**src/rtl/alu_rr_scheduler_if.sv**
```systemverilog
// Request/grant/response bundle between four requesters and the shared-ALU scheduler.
// The scheduler uses the slave modport; the requester side (or a bench) uses master.
interface alu_rr_scheduler_if;
    logic [3:0] req;
    logic [3:0] gnt;
    logic [1:0] alu_sel;
    logic       alu_start;
    logic       alu_busy;
    logic       resp_valid;
    logic [1:0] resp_id;

    modport master (
        output req,
        input  gnt, alu_sel, alu_start, alu_busy, resp_valid, resp_id
    );

    modport slave (
        input  req,
        output gnt, alu_sel, alu_start, alu_busy, resp_valid, resp_id
    );
endinterface

```
**src/rtl/alu_rr_scheduler.sv**
```systemverilog
// Shares one fixed-latency ALU between four requesters: grant -> start -> latency -> result valid.
// Define ALU_SCHED_FIXED_PRIO_EN for fixed priority (req[0] highest); default is round robin.
module alu_rr_scheduler #(
    parameter int unsigned ALU_LAT = 2
) (
    input  logic               clk,
    input  logic               rst,
    alu_rr_scheduler_if.slave  bus
);
    localparam int unsigned CNT_W = $clog2(ALU_LAT + 1);

    typedef enum logic [1:0] {IDLE, RUN, DONE} state_e;

    state_e           state_q, state_d;
    logic [CNT_W-1:0] cnt_q, cnt_d;
    logic [3:0]       gnt_q, gnt_d;
    logic [1:0]       sel_q, sel_d;
    logic             start_q, start_d;
    logic             busy_q, busy_d;
    logic             valid_q, valid_d;
    logic [1:0]       winner;

`ifdef ALU_SCHED_FIXED_PRIO_EN
    // Scan from lowest priority upward so the lowest asserted index ends up winning.
    always_comb begin
        winner = 2'd0;
        for (int i = 3; i >= 0; i--) begin
            if (bus.req[i]) winner = 2'(i);
        end
    end
`else
    logic [1:0] ptr_q, ptr_d;
    logic       rr_found;

    always_comb begin
        winner   = ptr_q;
        rr_found = 1'b0;
        for (int i = 0; i < 4; i++) begin
            if (!rr_found && bus.req[ptr_q + 2'(i)]) begin
                winner   = ptr_q + 2'(i);
                rr_found = 1'b1;
            end
        end
    end

    // The pointer only moves once an operation has actually completed.
    assign ptr_d = (state_q == DONE) ? sel_q + 2'd1 : ptr_q;

    always_ff @(posedge clk) begin
        if (rst) ptr_q <= 2'd0;
        else     ptr_q <= ptr_d;
    end
`endif

    always_comb begin
        // NOTE: every variable gets a default before the case so no path can infer a latch.
        state_d = state_q;
        cnt_d   = cnt_q;
        gnt_d   = gnt_q;
        sel_d   = sel_q;
        start_d = 1'b0;
        busy_d  = busy_q;
        valid_d = 1'b0;
        unique case (state_q)
            IDLE: begin
                gnt_d  = 4'b0000;
                sel_d  = 2'd0;
                busy_d = 1'b0;
                if (|bus.req) begin
                    state_d = RUN;
                    gnt_d   = 4'b0001 << winner;
                    sel_d   = winner;
                    start_d = 1'b1;
                    busy_d  = 1'b1;
                    cnt_d   = CNT_W'(ALU_LAT - 1);
                end
            end
            RUN: begin
                if (cnt_q == '0) begin
                    state_d = DONE;
                    valid_d = 1'b1;
                end else begin
                    cnt_d = cnt_q - CNT_W'(1);
                end
            end
            DONE: begin
                state_d = IDLE;
                gnt_d   = 4'b0000;
                sel_d   = 2'd0;
                busy_d  = 1'b0;
            end
            default: state_d = IDLE;
        endcase
    end

    always_ff @(posedge clk) begin
        // NOTE: registered state uses non-blocking assignments so all flops update together.
        if (rst) begin
            state_q <= IDLE;
            cnt_q   <= '0;
            gnt_q   <= 4'b0000;
            sel_q   <= 2'd0;
            start_q <= 1'b0;
            busy_q  <= 1'b0;
            valid_q <= 1'b0;
        end else begin
            state_q <= state_d;
            cnt_q   <= cnt_d;
            gnt_q   <= gnt_d;
            sel_q   <= sel_d;
            start_q <= start_d;
            busy_q  <= busy_d;
            valid_q <= valid_d;
        end
    end

    assign bus.gnt        = gnt_q;
    assign bus.alu_sel    = sel_q;
    assign bus.alu_start  = start_q;
    assign bus.alu_busy   = busy_q;
    assign bus.resp_valid = valid_q;
    assign bus.resp_id    = sel_q;
endmodule

```
**src/flat_wrapper.sv**
```systemverilog
// flat-port wrapper written by rule: the top's interface ports become plain ports
module alu_rr_scheduler_flat 
#(
    parameter int unsigned ALU_LAT = 2
)
  (clk, rst, bus_req, bus_gnt, bus_alu_sel, bus_alu_start, bus_alu_busy, bus_resp_valid, bus_resp_id);
  alu_rr_scheduler_if bus_i ();
  input  logic clk;
  input  logic rst;
  input wire logic [$bits(bus_i.req)-1:0] bus_req;
  output wire logic [$bits(bus_i.gnt)-1:0] bus_gnt;
  output wire logic [$bits(bus_i.alu_sel)-1:0] bus_alu_sel;
  output wire logic [$bits(bus_i.alu_start)-1:0] bus_alu_start;
  output wire logic [$bits(bus_i.alu_busy)-1:0] bus_alu_busy;
  output wire logic [$bits(bus_i.resp_valid)-1:0] bus_resp_valid;
  output wire logic [$bits(bus_i.resp_id)-1:0] bus_resp_id;
  assign bus_i.req = bus_req;
  assign bus_gnt = bus_i.gnt;
  assign bus_alu_sel = bus_i.alu_sel;
  assign bus_alu_start = bus_i.alu_start;
  assign bus_alu_busy = bus_i.alu_busy;
  assign bus_resp_valid = bus_i.resp_valid;
  assign bus_resp_id = bus_i.resp_id;
  alu_rr_scheduler #(.ALU_LAT(ALU_LAT)) u_core (.clk(clk), .rst(rst), .bus(bus_i));
endmodule
```
**config.mk**
```make
export PLATFORM = sky130hd
export DESIGN_NAME = alu_rr_scheduler_flat
export DESIGN_NICKNAME = d
export VERILOG_FILES = /design/src/rtl/alu_rr_scheduler_if.sv /design/src/rtl/alu_rr_scheduler.sv /design/src/flat_wrapper.sv
export SDC_FILE = /design/constraint.sdc
export NUM_CORES = 1
export LEC_CHECK = 0
export BUFFER_PORTS_ARGS = -buffer_cell sky130_fd_sc_hd__buf_2
export CAP_MARGIN = 5
export CORE_MARGIN = 10
export CORE_UTILIZATION = 49
export DETAILED_ROUTE_END_ITERATION = 10
export PLACE_DENSITY = 0.78
export SETUP_SLACK_MARGIN = 0.2
export SLEW_MARGIN = 30
export SYNTH_ARGS = -nofsm -noshare
export SYNTH_HDL_FRONTEND = slang
export SYNTH_SLANG_ARGS = --single-unit
```
**constraint.sdc**
```tcl
create_clock -name clk -period 1.6 [get_ports clk]
set_clock_uncertainty 0.1 [all_clocks]
set_input_delay 0.16 -clock clk [delete_from_list [all_inputs] [get_ports clk]]
set_output_delay 0.16 -clock clk [all_outputs]
set_load 0.02 [all_outputs]
```
Word level (Yosys, flattened, before mapping). Cells that the tools add are included.

Bits in registers: 15. Bits of input ports: 6. Output and inout bits: 11. Logic and storage cells: 66.

$add $sub $neg: 5. Magnitude comparators: 4. Equality and inequality tests: 5. Shifts and indexed selects: 1. Multiplexer cells: 26. Bitwise logic cells: 2. Reductions and logical operators: 15.

Operator list (number): 2-bit two-way mux (7); 2-bit by 3-bit < comparator with 1-bit output, second input constant (4); 2-bit one-hot mux with 2 select lines (3); 1-bit two-way mux (9); 1-bit binary-select mux with 2-bit select (4); 4-bit one-hot mux with 2 select lines (1); 2-bit by 1-bit adder with 2-bit output, second input constant (2); 2-bit adder, second input constant (2); 2-bit logical NOT (2); 4-bit two-way mux (1); 2-bit by 1-bit != test with 1-bit output, second input constant (2); 2-bit nonzero test (2); 2-bit OR reduction (2); 4-bit OR reduction (1); 1-bit by 2-bit << shifter with 4-bit output, first input constant (1); 1-bit logical AND (3); 1-bit logical NOT (3); 3-bit AND reduction (1); 2-bit by 1-bit equality test with 1-bit output, second input constant (1); 2-bit equality test, second input constant (1); 2-bit != test, second input constant (1); 1-bit inverter (2); 1-bit one-hot mux with 2 select lines (1); 2-bit AND reduction (1); 2-bit by 1-bit subtractor with 2-bit output, second input constant (1).

Logic depth before layout (Yosys ltp).
Word-level depth: 15. Depth in mapped cells: 6. Gate-level depth less buffers: 6.

Least setup slack after synthesis. Ideal clock, no wire load.

Path type: reg2reg. Start: register u_core.ptr_q[1]. End: register u_core.gnt_q[2] (netlist: u_core.bus.gnt[2]). Arrival: 1.248 ns. Data required time: 1.416 ns. Slack: 0.168 ns. Stages on the path, launching flop included: 5. Period minus slack after synthesis: 1.432 ns. Cells stage by stage: dfxtp_1 > nor3_1 > or4_4 > a21o_1 > o31ai_2.

Cells in the longest elaborated chain, start to end: 15. Elaborated cells between the ends (all ways): 26. Classes of those cells: 3 x add/sub; 1 x shift; 16 x mux; 6 x reduce/logical.

RTL lines: start, declared (line alu_rr_scheduler.sv:32) `logic [1:0] ptr_q, ptr_d;`; start signal, assigned (line alu_rr_scheduler.sv:51) `else ptr_q <= ptr_d;`; branches (longest 11 deep; another with 2-bit by 1-bit adder with 2-bit output); 2-bit two-way mux (*) (line alu_rr_scheduler.sv:39) `if (!rr_found && bus.req[ptr_q + 2'(i)]) begin`; 1-bit by 2-bit << shifter with 4-bit output (*) (line alu_rr_scheduler.sv:71) `gnt_d = 4'b0001 << winner;`; 4-bit two-way mux (*) (line alu_rr_scheduler.sv:69) `if (|bus.req) begin`; 4-bit one-hot mux with 2 select lines (*) (line alu_rr_scheduler.sv:64) `unique case (state_q)`; end signal, assigned (line alu_rr_scheduler.sv:109) `gnt_q <= gnt_d;`; end, declared (line alu_rr_scheduler.sv:16) `logic [3:0] gnt_q, gnt_d;`.

Mark *: on every way between the ends. The select of a mux whose other input is x is not followed. A chain may end at the register's enable or synchronous reset.

Worst setup path after layout. Ends and elaborated chain as after synthesis.

==> impl_metrics.py <==
metrics = {
    "status": {
        "status": "finished, final reports clean",
    },
    "cts": {
        "h-tree-depth": 1,
        "cts.sinks": 15,
        "cts_tree": "yes",
        "clock_path_buffers": 2,
        "cts_made_buffers": 3,
        "clk_latency_ns": 0.28,
        "ctsRootBufferMaster": "clkbuf_4",
        "clkTransAtPathRegs_ns": 0.08,
    },
    "logic_synthesis": {
        "avgSynthCellArea_um2": 9.08,
        "ys.flop_type": "dfxtp_1",
        "seq_area_frac_synth": 0.429,
        "yosysWarnings": 0,
        "ys_types": 32,
        "postSynthCellCount": 77,
        "synth_edf_count": 0,
        "syn_area_um2": 699,
        "async_reset_ff_frac": 0,
        "ys_ff_latch": 15,
        "synth_nets": 84,
    },
    "floorplanning": {
        "dieArea_um2": 3340,
        "initial_core_util": 0.531,
        "dieHeight_um": 57.8,
        "die_w_um": 57.8,
        "io_pins": 17,
        "core_area_um2": 1320,
        "fp-row-count": 13,
    },
    "place": {
        "dpl_cell_area_um2": 786,
        "dpl.hpwl_mm": 1.12,
        "routabilityCongestion": 0.780,
        "io_buffers": 16,
    },
    "route": {
        "wl_per_cell_um": 13.8,
        "wl_mm": 1.55,
        "wl_met1_um": 629,
        "viasPerCell": 5.58,
        "num_vias": 631,
        "wl_met3_um": 133,
        "route.detailed.drc": 0,
        "drt.antenna.violating_nets": 0,
        "wl_met2_um": 772,
        "drt_iter0_drc": 13,
        "dr.pass1.iters": 4,
        "highest_layer": "met4",
    },
    "setup_path": {
        "reg2reg_from": "u_core.ptr_q[1]$_SDFFE_PP0P_",
        "worstPathMaxFanout": 5,
        "start_kind": "flip-flop",
        "cpPeakStageDelay_ns": 0.42,
        "end_kind": "flip-flop",
        "ff2ff_path_depth": 4,
        "arrival_ns": 1.62,
        "crit_slowest_cell": "or4_4",
        "r2r-end": "u_core.bus.gnt[2]$_SDFFE_PP0P_",
        "reg2reg_slack_ns": 0.08,
        "cp_top_family": "simple AND/OR/NAND/NOR gates",
        "crit_chain": "and3b_1, or4_4, a21o_1, o31ai_2",
        "worstSetupPathType": "flip-flop to flip-flop",
        "cp_num_buf_inv": 0,
        "critPathRequiredTime_ns": 1.71,
    },
    "sta": {
        "setup-tns-final_ns": 0,
        "hold_viol": 0,
        "setup-violations-final": 0,
        "final_max_slew_viol_count": 0,
        "fin_crit_ns": 1.52,
        "max_clock_freq_mhz": 658,
        "fin_crit_sh": 0.950,
        "grt_setup_unrepaired": "yes",
        "tightest_slew_ns": 0.334,
        "slew_headroom": 0.777,
    },
    "global_routing": {
        "antenna_found_initial": 0,
        "grt_max_degree": 20,
        "grt_pass1_vias": 628,
        "grt_pass1_wl_mm": 2.59,
        "grt-ovfl-total": 0,
        "grt_util_all_layers": 0.0958,
    },
    "final_layout": {
        "n_fill_cell": 107,
        "utilization": 0.666,
        "syn_to_final_growth_pct": 25.4,
        "final_common_cell": "buf_2",
        "final_nets": 106,
        "drive_gt1_frac": 0.388,
        "most-common-layout-cells": "buf_2 (16), dfxtp_1 (13), nor2_1 (9), buf_4 (6), nand2_1 (5)",
        "fin_area_um2": 877,
        "insertedDiodeCount": 0,
    },
    "worst_hold_path": {
        "hold_depth": 2,
        "hold_path_startpoint": "rst",
        "hold_class": "input pin to flip-flop",
        "whs_endpoint": "u_core.cnt_q[1]$_SDFFE_PP0P_",
    },
    "power": {
        "ir_worst_vdd_v": 0.000732,
        "power.density_nw_per_um2": 1030,
        "leakage_nw": 0.387,
    },
    "job": {
        "cap_violations": 0,
    },
}
report_power, final:
part / switching [mW] / internal [mW] / leakage (nW)
clock: 0.113 / 0.0967 / 0.0150
combinational: 0.138 / 0.119 / 0.248
sequential: 0.0288 / 0.410 / 0.124
total: 0.279 / 0.625 / 0.387
sequential cells by signal, summed over array words and instances, names as in the netlist:
name	cells
u_core.ptr_q	2
u_core.bus.gnt	4
u_core.cnt_q	2
u_core.bus.alu_sel	2
u_core.bus.resp_valid	1
u_core.state_q	2
u_core.bus.alu_busy	1
u_core.bus.alu_start	1
synth_stat cells (all sizes together) (2+ instances only):
cell    instances  area (um^2)
inv             3         11.3
o21ai           2         10.0
nor2b           4         25.0
clkbuf          2         11.3
a211oi          4         30.0
a21oi           3         15.0
nor3            2         10.0
o31ai           2         20.0
nand3b          3         22.5
buf             3         22.5
nand2           5         18.8
a21o            2         15.0
nor2            9         33.8
dfxtp          15          300
o21bai          2         15.0
nor4bb          2         20.0
per-layer routing:
layer | vias up | global-route usage
li1 | 317 | -
met1 | 289 | 0.0859
met2 | 21 | 0.173
met3 | 4 | 0.0588
met4 | 0 | 0.0302
met5 | - | 0
through the flow:
step                setup WS (ns)  std cells  power, mW  hold slack [ns]
finish                     0.0807        113      0.905            0.149
global route               0.0538        113      0.965            0.146
CTS                        0.0981        111      0.888            0.134
detailed placement          0.105        105      0.663            0.356
global placement            0.145        105      0.657            0.343
floorplan                   0.181         77      0.600            0.313
repair_timing:
item | in CTS | in global routing
pin swaps | 3 | 5
hold buffers | 0 | 0
resized for setup | 3 | 7
endpoints found under the setup margin | 6 | 7
buffers inserted | 2 | 2
worst max path at each step:
stage                                             from  cells past startpoint                              to
final                     u_core.ptr_q[1]$_SDFFE_PP0P_                      4  u_core.bus.gnt[2]$_SDFFE_PP0P_
after global placement                      bus_req[0]                      5  u_core.bus.gnt[2]$_SDFFE_PP0P_
after floorplan           u_core.ptr_q[1]$_SDFFE_PP0P_                      4  u_core.bus.gnt[2]$_SDFFE_PP0P_
after global routing      u_core.ptr_q[1]$_SDFFE_PP0P_                      4  u_core.bus.gnt[2]$_SDFFE_PP0P_
after CTS                 u_core.ptr_q[1]$_SDFFE_PP0P_                      4  u_core.bus.gnt[2]$_SDFFE_PP0P_
after detailed placement                    bus_req[0]                      5  u_core.bus.gnt[2]$_SDFFE_PP0P_
cell families (layout without fill, tap and decap cells):
kind of cell,after synthesis,count (layout),synth area share
adder cells (fa/ha/maj),1,1,0.0179
flip-flops,15,15,0.429
XOR/XNOR,1,1,0.0125
AND/OR/NAND/NOR,33,33,0.279
buffers and inverters,8,29,0.0644
AO/OA/AOI/OAI,19,19,0.197
final cells by class:
cell class / instances / area [um^2] / share of cell area
Clock buffer: 4 / 26.3 / 0.0300
Inverter: 3 / 11.3 / 0.0128
Multi-Input combinational cell: 54 / 390 / 0.445
Sequential cell: 15 / 305 / 0.348
Tap cell: 15 / 18.8 / 0.0214
Timing Repair Buffer: 22 / 125 / 0.143
No activity file was read; power rests on OpenSTA's default activity.
